$ cat src/rtl/pc_unit_param.sv
// pc_unit_param: program counter with boot delay, exception entry/return,
// misaligned-target trap and a circular return-address stack.
module pc_unit_param #(
    parameter int             W         = 32,
    parameter logic [W-1:0]   RESET_VEC = '0,
    parameter logic [W-1:0]   EXC_VEC   = W'(32'h0000_4180),
    parameter int             BOOT_CYC  = 1,
    parameter int             RAS_DEPTH = 4
) (
    input  logic         clk,
    input  logic         rst,
    input  logic         pc_wr,
    input  logic [W-1:0] npc,
    input  logic         exc_req,
    input  logic         eret,
    input  logic         ras_push,
    input  logic         ras_pop,
    output logic [W-1:0] pc,
    output logic         pc_valid,
    output logic [W-1:0] epc,
    output logic         exc_taken,
    output logic         misalign,
    output logic [W-1:0] ras_top,
    output logic         ras_empty,
    output logic         ras_full
);
    localparam int PW = $clog2(RAS_DEPTH);
    localparam int CW = BOOT_CYC > 1 ? $clog2(BOOT_CYC) : 1;

    typedef enum logic {S_BOOT, S_RUN} state_t;

    state_t         r_state, w_next;
    logic [CW-1:0]  r_boot_cnt;
    logic [W-1:0]   r_pc, r_epc;
    logic           r_exc, r_mis;
    logic [W-1:0]   r_ras [RAS_DEPTH];
    logic [PW-1:0]  r_sp;
    logic [PW:0]    r_cnt;

    logic           w_run, w_boot_done, w_eret, w_wr, w_mis, w_adv, w_trap;
    logic           w_push, w_pop, w_empty, w_full, w_grow;
    logic [PW-1:0]  w_top_idx;
    logic [W-1:0]   w_ret_addr;

    always_ff @(posedge clk) begin
        r_state <= rst ? S_BOOT : w_next;
    end

    always_comb begin
        w_next = (r_state == S_BOOT && w_boot_done) ? S_RUN : r_state;
    end

    always_comb begin
        pc_valid = r_state == S_RUN;
    end

    // One action per edge in RUN: exception beats eret beats pc_wr.
    assign w_run       = r_state == S_RUN;
    assign w_boot_done = r_boot_cnt == CW'(BOOT_CYC - 1);
    assign w_eret      = w_run && !exc_req && eret;
    assign w_wr        = w_run && !exc_req && !eret && pc_wr;
    assign w_mis       = w_wr && (npc[1:0] != 2'b00);
    assign w_adv       = w_wr && !w_mis;
    assign w_trap      = (w_run && exc_req) || w_mis;
    assign w_push      = w_adv && ras_push;
    assign w_pop       = w_adv && ras_pop;
    assign w_empty     = r_cnt == '0;
    assign w_full      = r_cnt == (PW+1)'(RAS_DEPTH);
    assign w_grow      = w_push && (!w_pop || w_empty);
    assign w_top_idx   = r_sp - PW'(1);
    assign w_ret_addr  = r_pc + W'(4);

    always_ff @(posedge clk) begin
        if (rst) begin
            r_pc       <= '0;
            r_epc      <= '0;
            r_exc      <= 1'b0;
            r_mis      <= 1'b0;
            r_boot_cnt <= '0;
            r_sp       <= '0;
            r_cnt      <= '0;
        end else begin
            r_exc <= w_trap;
            r_mis <= w_mis;
            if (!w_run)
                r_boot_cnt <= r_boot_cnt + CW'(1);
            if (!w_run && w_boot_done)
                r_pc <= RESET_VEC;
            else if (w_trap) begin
                r_epc <= r_pc;
                r_pc  <= EXC_VEC;
            end else if (w_eret)
                r_pc <= r_epc;
            else if (w_adv)
                r_pc <= npc;
            // A full stack keeps wrapping the pointer, so the oldest slot is overwritten.
            if (w_grow) begin
                r_sp  <= r_sp + PW'(1);
                r_cnt <= w_full ? r_cnt : r_cnt + (PW+1)'(1);
            end else if (w_pop && !w_push && !w_empty) begin
                r_sp  <= w_top_idx;
                r_cnt <= r_cnt - (PW+1)'(1);
            end
        end
    end

    always_ff @(posedge clk) begin
        if (!rst && w_grow)
            r_ras[r_sp] <= w_ret_addr;
        else if (!rst && w_push)
            r_ras[w_top_idx] <= w_ret_addr;
    end

    assign pc        = r_pc;
    assign epc       = r_epc;
    assign exc_taken = r_exc;
    assign misalign  = r_mis;
    assign ras_empty = w_empty;
    assign ras_full  = w_full;
    assign ras_top   = w_empty ? '0 : r_ras[w_top_idx];
endmodule
$ cat config.mk
export PLATFORM = sky130hd
export DESIGN_NAME = pc_unit_param
export DESIGN_NICKNAME = d
export VERILOG_FILES = /design/src/rtl/pc_unit_param.sv
export SDC_FILE = /design/constraint.sdc
export NUM_CORES = 1
export LEC_CHECK = 0
export BUFFER_PORTS_ARGS = -buffer_cell sky130_fd_sc_hd__buf_2
export CORE_AREA = 3 3 135 137
export CTS_CLUSTER_SIZE = 30
export DETAILED_ROUTE_END_ITERATION = 8
export DIE_AREA = 0 0 138 140
export PLACE_DENSITY = 0.77
export RECOVER_POWER = 25
export REMOVE_ABC_BUFFERS = 1
export SLEW_MARGIN = 30
export SYNTH_ARGS = -nofsm -noshare
export SYNTH_HDL_FRONTEND = slang
export SYNTH_SLANG_ARGS = --single-unit
$ cat constraint.sdc
create_clock -name clk -period 5.2 [get_ports clk]
set_clock_uncertainty 0.05 [all_clocks]
set_input_delay 1.3 -clock clk [delete_from_list [all_inputs] [get_ports clk]]
set_output_delay 1.3 -clock clk [all_outputs]
set_load 0.02 [all_outputs]
; After elaboration in Yosys (flattened, before gate mapping)
; Memory sizes are Yosys's and may differ from the RTL's.
; Cells that the tools add are included.
[totals]
reg_bits = 73
latchBits = 0
ram_bits = 128
romBits = 0
in_bits = 39
output_inout_bits = 101
mem_count = 1
[memory_table]
columns = name, words, word_bits, rd, rd_clocked_by_memory_dff, wr, line
row1 = r_ras, 4, 32, 1, 0, 1, 36  ; logic [W-1:0] r_ras [RAS_DEPTH];
[op_classes]
n_addsub = 6
n_mul = 0
n_div = 0
magnitude_cmp = 0
n_eq_ne = 2
n_shift = 0
muxes = 17
bitwise_logic = 3
reduce_logical = 36
[op_table]
columns = operator, count
row1 = 2-to-1 mux 32 bit, 4
row2 = adder 32 x 3 -> 32 bit (second input constant), 1
row3 = OR reduction 32 bit, 1
row4 = logical AND 1 bit, 16
row5 = 2-to-1 mux 15 bit, 1
row6 = 2-to-1 mux 3 bit, 3
row7 = logical NOT 1 bit, 8
row8 = 2-to-1 mux 1 bit, 6
row9 = 2-to-1 mux 2 bit, 3
row10 = nonzero test 2 bit, 3
row11 = AND reduction 2 bit, 2
row12 = adder 3 x 1 -> 3 bit (second input constant), 1
row13 = equality test 3 bit (second input constant), 1
row14 = logical NOT 3 bit, 1
row15 = inverter 1 bit, 3
row16 = nonzero test 3 bit, 1
row17 = OR reduction 3 bit, 1
row18 = subtractor 3 x 1 -> 3 bit (second input constant), 1
row19 = adder 2 x 1 -> 2 bit (second input constant), 1
row20 = logical OR 1 bit, 2
row21 = != test 2 bit (second input constant), 1
row22 = OR reduction 2 bit, 1
row23 = subtractor 2 x 1 -> 2 bit (second input constant), 1
row24 = adder 1 bit (second input constant), 1

; Logic depth before layout (Yosys ltp)
[logic_depth]
ltp_word = 16
depth_mapped = 11
mapped_depth_nobuf = 8

; Worst setup path after synthesis
; No wires, ideal clock.
[synth_timing]
path_type = input to register
start = in ras_push
end = mem r_ras[0][0] (enable)
arrival_ns = 3.539
setup_slack_ns = 1.190
stages = 4
path_buffers = 1
cell_sequence = clkbuf_1 -> nand4b_1 -> or3_1 -> nor2_1
[synth_between]
elab_chain_len = 7
word_cells_on_any_way = 12
cone_classes = 7 x mux / 5 x reduce/logical
[synth_rtl]
columns = item, line
row1 = "start, declared", 16  ; input logic ras_push,
row2 = logical AND 1 bit (*), 65  ; assign w_push = w_adv && ras_push;
row3 = logical AND 1 bit (on tied branches), "110, 69"
row4 = 2-to-1 mux 1 bit or logical AND 1 bit (tied branches), "110, 108"
row5 = 2-to-1 mux 1 bit, 108  ; if (!rst && w_grow)
row6 = 2-to-1 mux 1 bit (not written as such), 111  ; r_ras[w_top_idx] <= w_ret_addr;
row7 = OR reduction 32 bit (no line), -
row8 = 2-to-1 mux 2 bit (no line) or 2-to-1 mux 1 bit (tied branches), -
row9 = "end, declared", 36
; Mark *: on every way between the ends. The rest lies on a longest branch, timed or not.

; Worst setup path after layout
[layout_timing]
start = reg r_sp[0]
end = out ras_top[11]
[layout_between]
elab_chain_len = 3
[layout_rtl]
columns = item, line
row1 = "start, declared", 37  ; logic [PW-1:0] r_sp;
row2 = "start signal, assigned", 98  ; r_sp <= r_sp + PW'(1);
row3 = "start signal, assigned", 101  ; r_sp <= w_top_idx;
row4 = subtractor 2 x 1 -> 2 bit, 70  ; assign w_top_idx = r_sp - PW'(1);
row5 = memory (4 x 32 bit), -
row6 = 2-to-1 mux 32 bit, 120  ; assign ras_top = w_empty ? '0 : r_ras[w_top_idx];
row7 = "end, declared", 23  ; output logic [W-1:0] ras_top,
; Every way passes these cells.

==> results_dict.tcl <==
set metrics [dict create \
    grt_start_max_net_pins 63 \
    vias 5881 \
    start_kind "flop" \
    p_per_area_mw_per_mm2 335 \
    max_stage_delay_ns 0.88 \
    clk_pin_slew_ns 0.06 \
    final_layout_size_suffix_gt1_frac 0.256 \
    start_util 0.499 \
    routed_wl_mm 20.7 \
    swShare 0.217 \
    fin_crit_sh 0.776 \
    crit_fanout 27 \
    dieHeight_um 140 \
    drv_slew 45 \
    seq_area_frac_synth 0.619 \
    cp_cell_sequence "buf_4 > mux4_2 > nor2b_1 > buf_2" \
    antenna_left 0 \
    hold_viol 0 \
    criticalPathCategory "reg -> out" \
    clkPwrFrac 0.448 \
    area_growth_pct 18.7 \
    nets 815 \
    htree_levels 1 \
    portBuffers 139 \
    pin_count 140 \
    die_area_mm2 0.0193 \
    seq_power_share 0.506 \
    p_switching_mw 0.741 \
    cts_num_sinks 201 \
    drtIter0Drc 434 \
    cap_violations 1 \
    power.internal_mw 2.67 \
    max_slew_margin -0.441 \
    p_total_mw 3.41 \
    cts_resized 0 \
    min_path_type "reg -> reg" \
    coreArea_mm2 0.0172 \
    drc 0 \
    synth_warnings 0 \
    first_global_vias 5832 \
    ys_ff_latch 201 \
    cts_hold_buffers 0 \
    worst-r2r-cell-count 6 \
    dp_cells 975 \
    endpoint_kind "output port" \
    clock_path_buffers 3 \
    synth_edf_count 128 \
    tightestPinTransition_ns 2.16 \
    critPathArrivalTime_ns 2.69 \
    clock.fmax_mhz 248 \
    crit_required_ns 3.85 \
    die_w_um 138 \
    min_period_ns 4.04 \
    clk_latency_ns 0.50 \
    stdcell_count 1015 \
    cts_buffers 22 \
    async_reset_ff_frac 0 \
    synthCells 650 \
    ir_worst_vdd_mv 0.265 \
    grt_pass1_wl_mm 32.6 \
    layout_commonest_cell "edfxtp_1" \
    syn-cell-area_mm2 0.00857 \
    tns_ns 0 \
    wire_per_inst_um 20.3 \
    avgSynthCellArea_um2 13.2 \
    setup_viol 0 \
    antenna_cells 0 \
    fill_cells 1395 \
    drtPass1Iterations 7 \
    place_congestion 0.782 \
    vias_per_cell 5.79 \
    clk_root_buffer_cell "clkbuf_16" \
    cts_setup_buffers 0 \
    combPwrFrac 0.047 \
    cts_tree "done" \
    cp_slowest_cell "dfxtp_2" \
    antenna_found_initial 0 \
    status "complete, but fails checks" \
    place_hpwl_mm 13.3 \
    gr-total-overflow 0 \
    leakagePower_nw 3.62 \
    rsz0062_at_grt "no" \
    final_cell_mix "edfxtp_1 (128), buf_2 (112), dfxtp_1 (71), nand3_1 (52), a21oi_1 (42)" \
    ys.flop_type "edfxtp_1" \
    violations "max-capacitance violations, max-slew violations" \
    grt.total_usage 0.210 \
    fin_util 0.593 \
    synth_cell_type_count 43 \
    rows 48 \
    min_path_cells 1 \
]
## routing by layer
metal | GRT usage | up-vias | wire length, µm
li1 | - | 2707 | -
met1 | 0.289 | 2920 | 8800
met2 | 0.355 | 224 | 10200
met3 | 0.0290 | 30 | 1260
met4 | 0.0562 | 0 | 395
met5 | 0 | - | 0
## through the flow
stage | worst slack, ns | hold WS, ns | cell area (µm²)
after floorplan | 0.963 | 0.394 | 8340
after global placement | 1.28 | 0.404 | 9440
after detailed placement | 1.09 | 0.416 | 9500
after CTS | 1.06 | 0.433 | 10200
after global routing | 0.969 | 0.456 | 10200
final | 1.16 | 0.436 | 10200
## registers in the layout, indices dropped and copies added, names as in the netlist, 2 cells and up
signal / cells
epc: 32
pc: 32
r_cnt: 3
r_ras: 128
r_sp: 2
## synth_stat cells (2+ instances only)
cell type | instances | area share
a21oi_1 | 43 | 0.025
buf_2 | 7 | 0.0041
or3_1 | 3 | 0.0022
a211oi_1 | 27 | 0.024
clkbuf_1 | 33 | 0.014
nand2b_1 | 2 | 0.0015
nand2_1 | 10 | 0.0044
nand3_1 | 52 | 0.030
and3_1 | 5 | 0.0036
nand4_1 | 10 | 0.0073
and2_1 | 4 | 0.0029
o21ai_0 | 37 | 0.022
buf_6 | 2 | 0.0026
and4_1 | 4 | 0.0041
nor2_1 | 43 | 0.019
mux4_2 | 32 | 0.084
inv_1 | 3 | 0.0013
edfxtp_1 | 128 | 0.45
buf_4 | 4 | 0.0035
a211o_1 | 2 | 0.0020
dfxtp_1 | 73 | 0.17
nor2b_1 | 35 | 0.026
a21o_1 | 2 | 0.0018
a311oi_1 | 3 | 0.0031
nor3_1 | 3 | 0.0018
xor2_1 | 7 | 0.0072
buf_1 | 5 | 0.0022
xnor2_1 | 25 | 0.026
nor4_2 | 2 | 0.0029
mux2i_1 | 31 | 0.036
## power groups by stage
stage          Combinational (mW)  Sequential (mW)  Clock, mW
3_5_place_dp                0.160             1.76          0
4_1_cts                     0.161             1.72       1.55
5_1_grt                     0.173             1.73       1.61
3_3_place_gp                0.157             1.76          0
2_1_floorplan              0.0647             1.77          0
6_report                    0.160             1.72       1.53
## path summary, 6_finish.rpt
path                                 from                    end  slack [ns]
setup / recovery     r_sp[0]$_SDFFE_PP0P_            ras_top[11]        1.16
hold / removal    r_boot_cnt$_SDFFE_PP0N_  pc_valid$_SDFFE_PP0P_        0.44
setup reg to reg    pc_valid$_SDFFE_PP0P_  r_ras[2][5]$_DFFE_PP_        1.72
hold reg to reg   r_boot_cnt$_SDFFE_PP0N_  pc_valid$_SDFFE_PP0P_        0.44
## worst max-delay path: cells and delay by family (launching register included)
kind | cells | cell delay, ns
DFF | 1 | 0.88
muxes | 1 | 0.56
buffers and inverters | 2 | 0.60
and+or+nand+nor | 1 | 0.14
## kinds of logic after synthesis
| kind of cell | share of synthesized area |
|---|---|
| flip-flops | 0.619 |
| AND/OR/NAND/NOR | 0.113 |
| AO/OA/AOI/OAI | 0.0823 |
| multiplexers | 0.122 |
| buffers and inverters | 0.0282 |
| XOR/XNOR | 0.0327 |
| adder cells (fa/ha/maj) | 0.00379 |
## area by class of cell
class,instances,area (µm²),area share
Clock buffer,31,647,0.0636
Multi-Input combinational cell,395,3070,0.301
Timing Repair Buffer,151,788,0.0774
Tap cell,225,282,0.0277
Inverter,3,11.3,0.00111
Sequential cell,201,5310,0.522
Clock inverter,9,72.6,0.00713
No activity file was read; power rests on OpenSTA's default activity.
